**config.mk**
```make
export PLATFORM = sky130hd
export DESIGN_NAME = complex_accum_sequencer
export DESIGN_NICKNAME = d
export VERILOG_FILES = /design/src/rtl/complex_accum_sequencer.sv
export SDC_FILE = /design/constraint.sdc
export NUM_CORES = 1
export LEC_CHECK = 0
export ABC_AREA = 1
export BUFFER_PORTS_ARGS = -buffer_cell sky130_fd_sc_hd__buf_2
export CAP_MARGIN = 10
export CELL_PAD_IN_SITES_DETAIL_PLACEMENT = 0
export CELL_PAD_IN_SITES_GLOBAL_PLACEMENT = 1
export CORE_UTILIZATION = 32
export DETAILED_ROUTE_END_ITERATION = 10
export PLACE_DENSITY_LB_ADDON = 0.1
export SLEW_MARGIN = 0
export SYNTH_ARGS = -nofsm -noshare
export SYNTH_HDL_FRONTEND = slang
export SYNTH_SLANG_ARGS = --single-unit
```
**constraint.sdc**
```tcl
create_clock -name clk -period 3.3 [get_ports clk]
set_clock_uncertainty 0.15 [all_clocks]
set_input_delay 0.33 -clock clk [delete_from_list [all_inputs] [get_ports clk]]
set_output_delay 0.33 -clock clk [all_outputs]
set_load 0.03 [all_outputs]
```
**src/rtl/complex_accum_sequencer.sv**
```systemverilog
`default_nettype none
// +----------------------------------------------------------------------------+
// | complex_accum_sequencer: feeds a stream of complex elements through an     |
// | external pipelined complex adder/subtractor and returns the running total. |
// | Rev 1.0                                                                    |
// +----------------------------------------------------------------------------+
module complex_accum_sequencer #(
  parameter int ADDER_LATENCY = 4
) (
  input  logic        clk,
  input  logic        rst_n,
  input  logic        start,
  input  logic [3:0]  len,
  input  logic        op,
  output logic        busy,
  input  logic [63:0] in_data,
  input  logic        in_valid,
  output logic        in_ready,
  output logic [63:0] add_A,
  output logic [63:0] add_B,
  output logic        add_op,
  output logic        add_ce,
  output logic        add_strobe,
  input  logic [63:0] add_result,
  output logic [63:0] out_data,
  output logic        out_valid,
  input  logic        out_ready
);

  localparam int CW = $clog2(ADDER_LATENCY + 1);

  typedef enum logic [1:0] {
    S_IDLE = 2'd0,
    S_LOAD = 2'd1,
    S_WAIT = 2'd2,
    S_OUT  = 2'd3
  } state_t;

  state_t        state_q, state_d;
  logic [4:0]    rem_q, rem_d;
  logic          op_q, op_d;
  logic [63:0]   acc_q, acc_d;
  logic [63:0]   elem_q, elem_d;
  logic [CW-1:0] wcnt_q, wcnt_d;

  always_comb begin
    state_d = state_q;
    rem_d   = rem_q;
    op_d    = op_q;
    acc_d   = acc_q;
    elem_d  = elem_q;
    wcnt_d  = wcnt_q;
    case (state_q)
      S_IDLE: begin
        if (start) begin
          rem_d   = (len == 4'd0) ? 5'd16 : {1'b0, len};
          op_d    = op;
          acc_d   = 64'h0;
          state_d = S_LOAD;
        end
      end
      S_LOAD: begin
        if (in_valid) begin
          elem_d  = in_data;
          wcnt_d  = CW'(ADDER_LATENCY);
          state_d = S_WAIT;
        end
      end
      S_WAIT: begin
        wcnt_d = wcnt_q - CW'(1);
        // The last wait cycle is the one where the adder output is valid.
        if (wcnt_q == CW'(1)) begin
          acc_d   = add_result;
          rem_d   = rem_q - 5'd1;
          state_d = (rem_q == 5'd1) ? S_OUT : S_LOAD;
        end
      end
      S_OUT: begin
        if (out_ready) begin
          state_d = S_IDLE;
        end
      end
      default: state_d = S_IDLE;
    endcase
  end

  always_ff @(posedge clk) begin
    if (!rst_n) begin
      state_q <= S_IDLE;
      rem_q   <= 5'd0;
      op_q    <= 1'b0;
      acc_q   <= 64'h0;
      elem_q  <= 64'h0;
      wcnt_q  <= '0;
    end else begin
      state_q <= state_d;
      rem_q   <= rem_d;
      op_q    <= op_d;
      acc_q   <= acc_d;
      elem_q  <= elem_d;
      wcnt_q  <= wcnt_d;
    end
  end

  assign busy       = (state_q != S_IDLE);
  assign in_ready   = (state_q == S_LOAD);
  assign add_ce     = (state_q == S_WAIT);
  assign add_strobe = (state_q == S_WAIT) && (wcnt_q == CW'(1));
  assign out_valid  = (state_q == S_OUT);
  assign add_A      = acc_q;
  assign add_B      = elem_q;
  assign add_op     = op_q;
  assign out_data   = acc_q;

endmodule
`default_nettype wire

```
==> impl_metrics.json <==
{
  "r2r-start": "state_q[1]$_SDFFE_PN0P_",
  "nets": 1183,
  "syn_to_final_growth_pct": 44.6,
  "synthXorXnorAreaFrac_pct": 0.153,
  "peakVddDrop_uv": 405,
  "pin_count": 336,
  "synthCells": 739,
  "dp_hpwl_mm": 11.4,
  "r2r_slack_ns": 1.42,
  "grt_pass1_vias": 5474,
  "cp_top_family": "buffers and inverters",
  "cts-root-buf": "clkbuf_16",
  "gr-total-overflow": 0,
  "clockBufferDepth": 2,
  "clk-insertion-delay-late_ns": 0.41,
  "reg2regPathDepth": 6,
  "max_freq_ghz": 0.404,
  "core_area_um2": 17400,
  "r2r-end": "rem_q[2]$_SDFFE_PN0P_",
  "crit_path_cell_trace": "inv_2 > nor2_4 > buf_4 > buf_2",
  "yosysSeqAreaShare_pct": 48.5,
  "yosysWarnings": 0,
  "finalHoldViolations": 0,
  "cap_violations": 0,
  "fin_util_pct": 47.6,
  "min_path_cells": 3,
  "seqCellArea_um2": 2780,
  "end_kind": "primary output",
  "clkPwrFrac_pct": 26.3,
  "fin_crit_sh_pct": 75.0,
  "p_leak_nw": 4.02,
  "die_area_um2": 18500,
  "critPathMaxFanout": 72,
  "start_util_pct": 32.9,
  "path_depth": 4,
  "ys_seq_elements": 139,
  "p_int_mw": 4.12,
  "clk_pin_slew_ns": 0.06,
  "min_period_ns": 2.47,
  "avgViaCountPerCell": 4.63,
  "grt_pass1_wl_mm": 27.7,
  "grt_use_met2_pct": 31.3,
  "critical_path.max_stage_delay_ns": 0.57,
  "grt_use_total_pct": 18.9,
  "synth_compound_area_share_pct": 18.3,
  "grt_start_max_net_pins": 73,
  "cp_slowest_cell": "buf_4",
  "cts_resized": 0,
  "met3_usage_pct": 6.79,
  "cp_num_buf_inv": 3,
  "syn_area_per_cell_um2": 7.76,
  "start_kind": "flip-flop",
  "required_ns": 2.82,
  "hp-class": "in2reg",
  "clock-sinks": 139,
  "drc": 0,
  "ant_nets": 0,
  "drive_gt1_share_pct": 36.5,
  "finalPower_mw": 7.35,
  "multi_input_area_um2": 2170,
  "std_cell_rows": 48,
  "tightest_slew_ns": 0.786,
  "relSlewSlack_pct": 47.6,
  "die_w_um": 136,
  "cp.arrival_ns": 1.99,
  "crit_start": "state_q[1]$_SDFFE_PN0P_",
  "seqPwrFrac_pct": 30.9,
  "crit_end": "add_ce",
  "finalMaxSlewViolations": 0,
  "synth_top_family_by_area": "compound AO/OA/AOI/OAI gates",
  "htreeDepth": 4,
  "p_comb_share_pct": 42.8,
  "port_buffers": 335,
  "yosys.area_share.simple_pct": 18.1,
  "critPathKind": "reg2out",
  "rsz0062_at_grt": "false",
  "sw_frac_of_total_pct": 43.9,
  "synthMuxAreaShare_pct": 0,
  "powerDensity_nw_per_um2": 885,
  "finalSetupTns_ns": 0,
  "cts_tree": "yes",
  "cts_buffers": 17,
  "synthAdderAreaFrac_pct": 0.872,
  "fill_cells": 1819,
  "setup_violations": 0,
  "die_h_um": 136,
  "routedWlPerCell_um": 13.9,
  "synth_cell_types": 23,
  "p_switching_mw": 3.23,
  "syn-num-nets": 881,
  "dr.first_iter.drc_count": 293,
  "dr.pass1.iters": 4,
  "antenna_found_initial": 1,
  "drt-total-wl_mm": 17.8,
  "top_usage_layer": "met2",
  "vias": 5931,
  "status": "finished clean",
  "grt_use_met1_pct": 22.9,
  "gp_congestion": 0.721,
  "synth_area_um2": 5740
}
==> metrics by stage <==
step                area (µm²)  hold WS, ns  setup WS [ns]  instances
floorplan                 5740        0.297           1.75        739
finish                    8300       0.0267          0.825       1280
CTS                       8300      0.00141          0.757       1279
detailed placement        7070        0.298           1.23       1185
global route              8300       0.0100          0.683       1279
global placement          7070        0.287           1.24       1185
==> synth_stat cells <==
cell	count	area, µm²
dfxtp_1	139	2780
a31oi_1	2	12.5
nor3b_1	1	7.51
a21oi_1	134	671
nor2_1	81	304
clkbuf_2	1	5.00
buf_4	66	495
buf_2	17	85.1
inv_1	15	56.3
inv_2	2	7.51
xnor2_1	1	8.76
nand3_1	74	370
nand2_1	87	327
o22ai_1	1	6.26
nand3b_1	1	7.51
or2_2	2	12.5
buf_6	2	22.5
clkbuf_1	35	131
o21ai_1	9	45.0
nand3_2	1	10.0
ha_1	4	50.1
buf_1	1	3.75
o21ai_0	63	315
==> state kept, by name, indices dropped and copies added (netlist names) <==
signal and count:
add_A 64, add_B 64, add_op 1, rem_q 5, state_q 2, wcnt_q 3
==> per-layer routing <==
layer / vias up / share of wire (%)
met5: - / 0
met4: 0 / 1.0
met3: 17 / 7.8
met2: 215 / 47
met1: 2692 / 44
li1: 3007 / -
==> power groups by stage <==
stage	logic (mW)	registers, mW	clock network, mW
finish	3.14	2.27	1.93
global route	3.44	2.32	2.05
CTS	3.18	2.28	1.98
detailed placement	3.11	2.31	0
global placement	3.11	2.30	0
floorplan	1.92	2.88	0
==> worst register-to-register path: stages, from the launching register on <==
cell and delay [ns]:
dfxtp_1 0.42, inv_2 0.10, nor2_4 0.10, buf_4 0.58
or2_2 0.30, a21oi_1 0.06, nor2_1 0.11
==> layout by cell type, fill, tap and decap left out, types with 3 or more instances in the layout <==
cell,synthesis,routed
buf_2,17,335
dfxtp_1,139,139
a21oi_1,134,134
nand2_1,87,86
nor2_1,81,79
nand3_1,74,73
o21ai_0,63,63
dlygate4sd3_1,0,62
clkbuf_16,0,17
inv_1,15,14
o21ai_1,9,9
buf_4,66,5
ha_1,4,4
inv_2,2,3
clkbuf_8,0,3
inv_6,0,3
clkinvlp_4,0,3
buf_12,0,3
==> repair_timing <==
item,in CTS,in global routing
hold endpoints to repair,62,0
setup endpoints to repair,0,0
hold buffers,62,0
setup buffers,0,0
==> logic make-up (layout without fill, tap and decap cells) <==
family                   count (synthesis)  count (layout)
XOR/XNOR                                 1               1
other                                    0               1
flip-flops                             139             139
adder cells (fa/ha/maj)                  4               4
buffers and inverters                  139             454
AO/OA/AOI/OAI                          209             209
AND/OR/NAND/NOR                        247             247
==> final cells by class <==
type | count | share of cell area (%)
diodes | 1 | 0.0302
clock buffers | 20 | 5.62
clock inverters | 12 | 1.64
inverters | 17 | 0.769
multi-input cells | 461 | 26.1
flip-flops and latches | 139 | 33.5
well taps | 225 | 3.39
repair buffers | 405 | 28.9
==> worst min path at each step <==
stage | startpoint | endpoint
5_1_grt | in_data[42] | add_B[42]$_SDFFE_PN0P_
6_report | in_data[5] | add_B[5]$_SDFFE_PN0P_
4_1_cts | in_data[2] | add_B[2]$_SDFFE_PN0P_
3_5_place_dp | add_op$_SDFFE_PN0P_ | add_op$_SDFFE_PN0P_
3_3_place_gp | add_op$_SDFFE_PN0P_ | add_op$_SDFFE_PN0P_
2_1_floorplan | wcnt_q[0]$_SDFFE_PN0P_ | wcnt_q[0]$_SDFFE_PN0P_
No activity file was read; power rests on OpenSTA's default activity.
